## src/rtl/muldiv_pkg.sv

```systemverilog
// muldiv_pkg: shared definitions for the sequential multiply/divide unit.
// Holds the datapath width, the iteration count, the funct3 op encodings,
// the FSM state encodings, and small op-classification helpers.
package muldiv_pkg;

  localparam int REGWIDTH   = 32;
  localparam int ITER_COUNT = 32;
  localparam int CNT_W      = 6;

  typedef enum logic [2:0] {
    OP_MUL    = 3'b000,
    OP_MULH   = 3'b001,
    OP_MULHSU = 3'b010,
    OP_MULHU  = 3'b011,
    OP_DIV    = 3'b100,
    OP_DIVU   = 3'b101,
    OP_REM    = 3'b110,
    OP_REMU   = 3'b111
  } op_e;

  typedef enum logic [1:0] {
    IDLE = 2'd0,
    CALC = 2'd1,
    DONE = 2'd2
  } state_e;

  // funct3[2] separates the divide/remainder group from the multiplies.
  function automatic logic op_is_div(input op_e op);
    return op[2];
  endfunction

  function automatic logic op_signed_a(input op_e op);
    return (op == OP_MULH) || (op == OP_MULHSU) || (op == OP_DIV) || (op == OP_REM);
  endfunction

  function automatic logic op_signed_b(input op_e op);
    return (op == OP_MULH) || (op == OP_DIV) || (op == OP_REM);
  endfunction

endpackage

```

## src/rtl/muldiv_iter.sv

```systemverilog
// muldiv_iter: one combinational step of the multiply/divide datapath.
//   Multiply (shift-add on 64-bit magnitudes):
//     i_acc  product accumulator, i_opb multiplicand (shifts left),
//     i_sh   multiplier (shifts right, LSB selects the add).
//   Divide (restoring, 32-bit magnitudes):
//     i_acc[31:0] partial remainder, i_opb[31:0] divisor,
//     i_sh   dividend shifting out MSB-first while quotient bits shift in.
// Ports:
//   i_is_div          select divide step (1) or multiply step (0)
//   i_acc/i_opb/i_sh  current datapath registers
//   o_acc/o_opb/o_sh  values after one step
module muldiv_iter
  import muldiv_pkg::*;
(
  input  logic                  i_is_div,
  input  logic [2*REGWIDTH-1:0] i_acc,
  input  logic [2*REGWIDTH-1:0] i_opb,
  input  logic [REGWIDTH-1:0]   i_sh,
  output logic [2*REGWIDTH-1:0] o_acc,
  output logic [2*REGWIDTH-1:0] o_opb,
  output logic [REGWIDTH-1:0]   o_sh
);

  logic [REGWIDTH:0] w_rem_sh;
  logic [REGWIDTH:0] w_trial;

  always_comb begin
    o_acc    = i_acc;
    o_opb    = i_opb;
    o_sh     = i_sh;
    w_rem_sh = '0;
    w_trial  = '0;
    if (i_is_div) begin
      w_rem_sh = {i_acc[REGWIDTH-1:0], i_sh[REGWIDTH-1]};
      // Partial remainder is always below twice the divisor, so bit REGWIDTH
      // of the trial difference is a clean borrow flag.
      w_trial  = w_rem_sh - {1'b0, i_opb[REGWIDTH-1:0]};
      if (!w_trial[REGWIDTH]) begin
        o_acc = {{REGWIDTH{1'b0}}, w_trial[REGWIDTH-1:0]};
        o_sh  = {i_sh[REGWIDTH-2:0], 1'b1};
      end else begin
        o_acc = {{REGWIDTH{1'b0}}, w_rem_sh[REGWIDTH-1:0]};
        o_sh  = {i_sh[REGWIDTH-2:0], 1'b0};
      end
    end else begin
      if (i_sh[0]) begin
        o_acc = i_acc + i_opb;
      end
      o_opb = {i_opb[2*REGWIDTH-2:0], 1'b0};
      o_sh  = {1'b0, i_sh[REGWIDTH-1:1]};
    end
  end

endmodule

```

## src/rtl/muldiv_seq.sv

```systemverilog
// muldiv_seq: iterative RV32M multiply/divide unit for the EX stage.
// One iteration per cycle, 32 iterations; divide-by-zero and signed overflow
// bypass the iterations. Operands are reduced to magnitudes on entry and the
// sign is applied in DONE.
// Ports:
//   clk, rst            clock, synchronous active-high reset
//   start, funct3       op request and op select
//   op_a, op_b          rs1 / rs2 operands
//   flush               abort any operation in progress
//   stall               hold earlier pipeline stages
//   busy                FSM not in IDLE
//   result              final value (valid with result_valid, held otherwise)
//   result_valid        single-cycle result strobe
//
// state | meaning
// IDLE  | waiting for start; accepts a new op when start=1 and flush=0
// CALC  | one shift-add / restoring-divide step per cycle, 32 steps
// DONE  | sign fix-up, result strobe for one cycle, back to IDLE
module muldiv_seq
  import muldiv_pkg::*;
(
  input  logic                clk,
  input  logic                rst,
  input  logic                start,
  input  logic [2:0]          funct3,
  input  logic [REGWIDTH-1:0] op_a,
  input  logic [REGWIDTH-1:0] op_b,
  input  logic                flush,
  output logic                stall,
  output logic                busy,
  output logic [REGWIDTH-1:0] result,
  output logic                result_valid
);

  state_e                r_state;
  state_e                w_next;
  logic [CNT_W-1:0]      r_cnt;
  op_e                   r_op;
  logic [2*REGWIDTH-1:0] r_acc;
  logic [2*REGWIDTH-1:0] r_opb;
  logic [REGWIDTH-1:0]   r_sh;
  logic [REGWIDTH-1:0]   r_op_a;
  logic                  r_neg_q;
  logic                  r_neg_r;
  logic                  r_div0;
  logic                  r_ovf;
  logic [REGWIDTH-1:0]   r_result;

  op_e                   w_op;
  logic                  w_sa;
  logic                  w_sb;
  logic [REGWIDTH-1:0]   w_mag_a;
  logic [REGWIDTH-1:0]   w_mag_b;
  logic                  w_div0;
  logic                  w_ovf;
  logic                  w_accept;
  logic                  w_last_iter;
  logic [2*REGWIDTH-1:0] w_iter_acc;
  logic [2*REGWIDTH-1:0] w_iter_opb;
  logic [REGWIDTH-1:0]   w_iter_sh;
  logic [2*REGWIDTH-1:0] w_prod;
  logic [REGWIDTH-1:0]   w_quo;
  logic [REGWIDTH-1:0]   w_rem;
  logic [REGWIDTH-1:0]   w_fixed;

  // Operand decode at issue
  assign w_op     = op_e'(funct3);
  assign w_sa     = op_signed_a(w_op) & op_a[REGWIDTH-1];
  assign w_sb     = op_signed_b(w_op) & op_b[REGWIDTH-1];
  assign w_mag_a  = w_sa ? (~op_a + 1'b1) : op_a;
  assign w_mag_b  = w_sb ? (~op_b + 1'b1) : op_b;
  assign w_div0   = op_is_div(w_op) && (op_b == '0);
  assign w_ovf    = ((w_op == OP_DIV) || (w_op == OP_REM)) &&
                    (op_a == {1'b1, {(REGWIDTH-1){1'b0}}}) &&
                    (op_b == {REGWIDTH{1'b1}});
  assign w_accept = (r_state == IDLE) && start && !flush;

  assign w_last_iter = (r_cnt == CNT_W'(ITER_COUNT - 1));

  // FSM state register
  always_ff @(posedge clk) begin
    if (rst) begin
      r_state <= IDLE;
    end else begin
      r_state <= w_next;
    end
  end

  // FSM next state and control outputs
  always_comb begin
    w_next       = r_state;
    stall        = 1'b0;
    busy         = 1'b0;
    result_valid = 1'b0;
    case (r_state)
      IDLE: begin
        if (w_accept) begin
          stall  = 1'b1;
          w_next = (w_div0 || w_ovf) ? DONE : CALC;
        end
      end
      CALC: begin
        stall = 1'b1;
        busy  = 1'b1;
        if (w_last_iter) begin
          w_next = DONE;
        end
      end
      DONE: begin
        busy         = 1'b1;
        result_valid = !flush;
        w_next       = IDLE;
      end
      default: w_next = IDLE;
    endcase
    if (flush) begin
      w_next = IDLE;
    end
  end

  muldiv_iter u_iter (
    .i_is_div (op_is_div(r_op)),
    .i_acc    (r_acc),
    .i_opb    (r_opb),
    .i_sh     (r_sh),
    .o_acc    (w_iter_acc),
    .o_opb    (w_iter_opb),
    .o_sh     (w_iter_sh)
  );

  // Datapath registers
  always_ff @(posedge clk) begin
    if (rst) begin
      r_cnt    <= '0;
      r_op     <= OP_MUL;
      r_acc    <= '0;
      r_opb    <= '0;
      r_sh     <= '0;
      r_op_a   <= '0;
      r_neg_q  <= 1'b0;
      r_neg_r  <= 1'b0;
      r_div0   <= 1'b0;
      r_ovf    <= 1'b0;
      r_result <= '0;
    end else begin
      if (w_accept) begin
        r_cnt   <= '0;
        r_op    <= w_op;
        r_op_a  <= op_a;
        r_neg_q <= w_sa ^ w_sb;
        r_neg_r <= w_sa;
        r_div0  <= w_div0;
        r_ovf   <= w_ovf;
        r_acc   <= '0;
        if (op_is_div(w_op)) begin
          r_opb <= {{REGWIDTH{1'b0}}, w_mag_b};
          r_sh  <= w_mag_a;
        end else begin
          r_opb <= {{REGWIDTH{1'b0}}, w_mag_a};
          r_sh  <= w_mag_b;
        end
      end else if ((r_state == CALC) && !flush) begin
        r_acc <= w_iter_acc;
        r_opb <= w_iter_opb;
        r_sh  <= w_iter_sh;
        r_cnt <= r_cnt + 1'b1;
      end
      if (result_valid) begin
        r_result <= w_fixed;
      end
    end
  end

  // Sign fix-up and result select in DONE
  assign w_prod = r_neg_q ? (~r_acc + 1'b1) : r_acc;
  assign w_quo  = r_neg_q ? (~r_sh + 1'b1) : r_sh;
  assign w_rem  = r_neg_r ? (~r_acc[REGWIDTH-1:0] + 1'b1) : r_acc[REGWIDTH-1:0];

  always_comb begin
    w_fixed = '0;
    case (r_op)
      OP_MUL:                       w_fixed = w_prod[REGWIDTH-1:0];
      OP_MULH, OP_MULHSU, OP_MULHU: w_fixed = w_prod[2*REGWIDTH-1:REGWIDTH];
      OP_DIV, OP_DIVU: begin
        if (r_div0)      w_fixed = {REGWIDTH{1'b1}};
        else if (r_ovf)  w_fixed = {1'b1, {(REGWIDTH-1){1'b0}}};
        else             w_fixed = w_quo;
      end
      OP_REM, OP_REMU: begin
        if (r_div0)      w_fixed = r_op_a;
        else if (r_ovf)  w_fixed = '0;
        else             w_fixed = w_rem;
      end
      default:           w_fixed = '0;
    endcase
  end

  assign result = (r_state == DONE) ? w_fixed : r_result;

endmodule

```

## config.mk

```make
export PLATFORM = sky130hd
export DESIGN_NAME = muldiv_seq
export DESIGN_NICKNAME = d
export VERILOG_FILES = /design/src/rtl/muldiv_pkg.sv /design/src/rtl/muldiv_iter.sv /design/src/rtl/muldiv_seq.sv
export SDC_FILE = /design/constraint.sdc
export NUM_CORES = 1
export LEC_CHECK = 0
export CORE_MARGIN = 2
export CORE_UTILIZATION = 57
export DETAILED_ROUTE_END_ITERATION = 8
export GPL_TIMING_DRIVEN = 0
export PLACE_DENSITY = 0.76
export SKIP_LAST_GASP = 1
export SLEW_MARGIN = 25
export SYNTH_ARGS = -nofsm -noshare
export SYNTH_HDL_FRONTEND = slang
export SYNTH_SLANG_ARGS = --single-unit
```

## constraint.sdc

```tcl
create_clock -name clk -period 5.57 [get_ports clk]
set_input_delay 0.8355 -clock clk [delete_from_list [all_inputs] [get_ports clk]]
set_output_delay 0.8355 -clock clk [all_outputs]
set_load 0.03 [all_outputs]
```

==> impl_results.md <==
* Least-Margin Pin Slew at 1.212 ns
* Total of endpoints with negative setup slack in the final report at 3
* Critical Path Stages at 8
* Count of buffer and inverter cells on the critical path at 5
* Worst setup slack after layout at -0.1150 ns
* Die H at 197.4 um
* All-layer global routing usage at 46.63%
* Wire length reported by the detailed router at 93470 um
* Placed wire-length estimate after detailed placement at 72660 um
* Synthesis-to-finish area growth at 12.51%
* Peak fanout along the critical path at 10
* Violations in the final reports: negative setup slack
* Average instance area after synthesis at 7.076 um^2
* Reg-to-Reg End: r_acc[25]$_SDFFE_PP0P_
* Worst Setup SP: r_op[2]$_SDFFE_PP0P_
* Class of the tightest hold or removal check: flip-flop to flip-flop
* Count of maximum capacitance violations at 0
* Most common flop cell mapped by yosys: sky130_fd_sc_hd__dfxtp_1
* Number of max-slew violations in the final report at 0
* Detailed-router iteration count before antenna repair at 8
* Worst EP arrival at 4.85 ns
* Normalized max-slew margin at 18.07%
* Number of antenna-violating nets in the routed design at 0
* First-pass GRT wire length at 138200 um
* Cell area reported after detailed placement at 22950 um^2
* Type of the worst setup path: flip-flop to output port
* Horizontal extent of the die at 197.4 um
* Starting utilization of the core area at 58.12%
* Worst-case reg-to-reg path depth at 15
* Yosys warning total at 0
* Worst-case vdd ir drop at 0.2809 mV
* Netlist area before placement at 21330 um^2
* Number of placed I/O pins at 106
* Worst-case setup slack after placement at 0.3056 ns
* Via count normalized by instance count at 6.847
* Top-area cell type share of the netlist area at 22.43%
* Highest clock frequency the design can meet at 175.9 MHz
* Critical path data required time at 4.73 ns
* Setup repair after global routing missed its margin: yes
* Worst setup EP type: output port
* Shortest clock period the worst path allows after layout at 5.685 ns
* Sequential-to-total area share from yosys stat at 22.43%
* Number of global-route vias before repair at 23293
* Flip-flop and latch count after synthesis at 239
* Post-route total power at 4.798 mW
* GR Overflow Total at 0
* Sort of element at the start of the critical path: flip-flop
* Net count reported at finish at 3328
* Area of the die at 38980 um^2
* Critical path cell sequence: clkbuf_1 > clkbuf_1 > buf_2 > buf_1 > o221ai_1 > o41ai_2 > mux2_2 > clkdlybuf4s50_1
* Cell with the largest stage delay on the worst path: sky130_fd_sc_hd__buf_1
* Worst-skew pair later-pin latency at 0.58 ns
* Hold Crit Endpoint: r_result[11]$_SDFFE_PP0P_
* Start of the worst register-to-register path: r_sh[31]$_SDFFE_PP0P_
* Hold violation total from the final report at 0
* Crit-path max cell delay at 0.83 ns
* Proportion of synthesized flip-flops having asynchronous set or reset at 0%
* Gate count after technology mapping at 3014
* Placement Rows at 70
* Number of buffers added by the clock tree synthesis step at 27
* Area of the core at 36700 um^2
* Routed vias at 24918
* Critical hold path startpoint: r_result[11]$_SDFFE_PP0P_
* Critical path's top delay family: buffers and inverters
* Flip-flop and latch area at 4787 um^2
* TritonCTS clock tree: done
* Cells taking the most area after synthesis: sky130_fd_sc_hd__dfxtp_1 22%, sky130_fd_sc_hd__nand2_1 8.7%, sky130_fd_sc_hd__a21oi_1 7.7%
* Distinct cell type count of the synthesized netlist at 81
* Remaining design rule violation count at 0
* Slack of the worst reg-to-reg path at 0.53 ns
* Initial drt markers at 3327
* Period Utilization, post-route at 102.1%
* Clk_skew at 0.01204 ns
* H-tree levels at 1
* Power per Cell Area at 199.9 nW/um^2
* Outcome: finished, violations left
* Min-Delay Path Depth at 2
* Most used cell along the critical path: sky130_fd_sc_hd__clkbuf_1
* Design Area, Final at 24000 um^2
* IO Port Bufs at 104
* Net count after synthesis at 3191
* Pin count of the biggest net entering global routing at 14
* Proportion of layout cells with a drive suffix above 1 at 4.164%
* DR WL/cell at 25.69 um
* Area of combinational cells with multiple inputs at 15460 um^2
* Number of buffers on the longest clock path at 3
* Number of synthesized flops with an enable pin at 0
* Clock sink count at 239
* Gpl congestion at 1.055
* Hold-fix buffers, CTS at 0
* Cell taking the most area after synthesis: sky130_fd_sc_hd__dfxtp_1
* Count of fill cells added during filler insertion at 3279
* Root Buffer: sky130_fd_sc_hd__clkbuf_16
* Initial antenna violation count at 0
* LEAKAGE at 9.432 nW
* Clock slew at reported path FFs at 0.06 ns
## report_power, final
group / total (mW) / internal, mW / switching, mW
logic: 1.21 / 0.399 / 0.806
clock network: 1.77 / 0.988 / 0.781
registers: 1.82 / 1.76 / 0.0656
total: 4.80 / 3.14 / 1.65
## worst reg2reg max path, stage by stage (launching register included)
cell	delay [ns]
sky130_fd_sc_hd__dfxtp_1	0.48
sky130_fd_sc_hd__inv_1	0.12
sky130_fd_sc_hd__ha_1	0.23
sky130_fd_sc_hd__fa_1	0.38
sky130_fd_sc_hd__nor2b_1	0.18
sky130_fd_sc_hd__o21a_1	0.15
sky130_fd_sc_hd__o21ai_0	0.16
sky130_fd_sc_hd__a21o_1	0.28
sky130_fd_sc_hd__o41ai_1	0.88
sky130_fd_sc_hd__a2111o_1	0.37
sky130_fd_sc_hd__nand3_1	0.14
sky130_fd_sc_hd__o311ai_4	0.24
sky130_fd_sc_hd__buf_2	0.45
sky130_fd_sc_hd__buf_2	0.42
sky130_fd_sc_hd__mux2i_1	0.30
sky130_fd_sc_hd__a21oi_1	0.10
## area by class of cell
type,instances,share of cell area [%]
well taps,468,2.440
inverters,85,1.330
plain buffers,229,3.744
flip-flops and latches,239,19.95
diodes,1,0.01043
clock inverters,11,0.3598
repair buffers,110,4.583
multi-input cells,2459,64.45
clock buffers,37,3.139
## registers in the layout, indices dropped and copies added (netlist names)
register  count
r_acc        64
r_opb        64
r_op_a       32
r_result     32
r_sh         32
r_cnt         6
r_op          3
r_state       2
r_div0        1
r_neg_q       1
r_neg_r       1
r_ovf         1
## kinds of logic after synthesis
family | after synthesis | share of synthesized area [%]
AO/OA/AOI/OAI | 998 | 29.33
buffers and inverters | 316 | 5.737
adder cells (fa/ha/maj) | 106 | 6.289
multiplexers | 91 | 4.435
AND/OR/NAND/NOR | 1018 | 21.67
XOR/XNOR | 246 | 10.10
flip-flops | 239 | 22.43
## worst max-delay path by stage
stage / end / slack [ns]
6_report: result[2] / -0.11
5_1_grt: result[30] / -0.18
4_1_cts: result[15] / 0.02
3_5_place_dp: result[2] / 0.31
3_3_place_gp: result[4] / 0.29
2_1_floorplan: result[12] / 1.40
## layout by cell type (no fill, tap or decap), types with 82 or more instances in the layout
master and count:
sky130_fd_sc_hd__nor2_1 213, sky130_fd_sc_hd__xnor2_1 126, sky130_fd_sc_hd__inv_1 84, sky130_fd_sc_hd__dfxtp_1 237, sky130_fd_sc_hd__clkdlybuf4s50_1 91, sky130_fd_sc_hd__xor2_1 119
sky130_fd_sc_hd__clkbuf_1 200, sky130_fd_sc_hd__o21ai_0 191, sky130_fd_sc_hd__a21oi_1 329, sky130_fd_sc_hd__ha_1 103, sky130_fd_sc_hd__a21o_1 82, sky130_fd_sc_hd__nand2_1 493
sky130_fd_sc_hd__o211ai_1 88
## layer usage
| layer | part of all wire [%] | vias up | global-route usage, % |
|---|---|---|---|
| li1 | - | 11073 | - |
| met1 | 38 | 11646 | 59.21 |
| met2 | 42 | 1802 | 70.92 |
| met3 | 13 | 397 | 11.64 |
| met4 | 7.5 | 0 | 28.91 |
| met5 | 0 | - | 0 |
## synth_stat cells, types with 24 or more instances
| cell type | number |
|---|---|
| sky130_fd_sc_hd__nand2_1 | 493 |
| sky130_fd_sc_hd__a21oi_1 | 330 |
| sky130_fd_sc_hd__dfxtp_1 | 239 |
| sky130_fd_sc_hd__nor2_1 | 213 |
| sky130_fd_sc_hd__clkbuf_1 | 197 |
| sky130_fd_sc_hd__o21ai_0 | 192 |
| sky130_fd_sc_hd__xnor2_1 | 126 |
| sky130_fd_sc_hd__xor2_1 | 120 |
| sky130_fd_sc_hd__ha_1 | 104 |
| sky130_fd_sc_hd__o211ai_1 | 88 |
| sky130_fd_sc_hd__inv_1 | 84 |
| sky130_fd_sc_hd__a21o_1 | 82 |
| sky130_fd_sc_hd__mux2i_1 | 66 |
| sky130_fd_sc_hd__nor3_1 | 47 |
| sky130_fd_sc_hd__nand3_1 | 38 |
| sky130_fd_sc_hd__nand4_1 | 37 |
| sky130_fd_sc_hd__nand2b_1 | 33 |
| sky130_fd_sc_hd__o31ai_1 | 33 |
| sky130_fd_sc_hd__a211oi_1 | 32 |
| sky130_fd_sc_hd__o21ai_1 | 30 |
| sky130_fd_sc_hd__or3_1 | 26 |
| sky130_fd_sc_hd__a31oi_1 | 25 |
| sky130_fd_sc_hd__mux2_2 | 24 |
| sky130_fd_sc_hd__nor2b_1 | 24 |
## metrics by stage
stage               cells  TNS [ns]  util, %  hold slack, ns
floorplan            3014         0        -          0.4312
global placement     3586         0    62.55          0.4403
detailed placement   3586         0    62.55          0.4505
CTS                  3638         0    64.99          0.4594
global route         3638   -0.2755    65.38          0.4848
finish               3639   -0.1810    65.39          0.4546
## what timing repair did
action,CTS,global route
setup buffers,5,1
endpoints found under the setup margin,20,28
pin swaps,3,3
resized for setup,10,29
No activity file was read; power rests on OpenSTA's default activity.
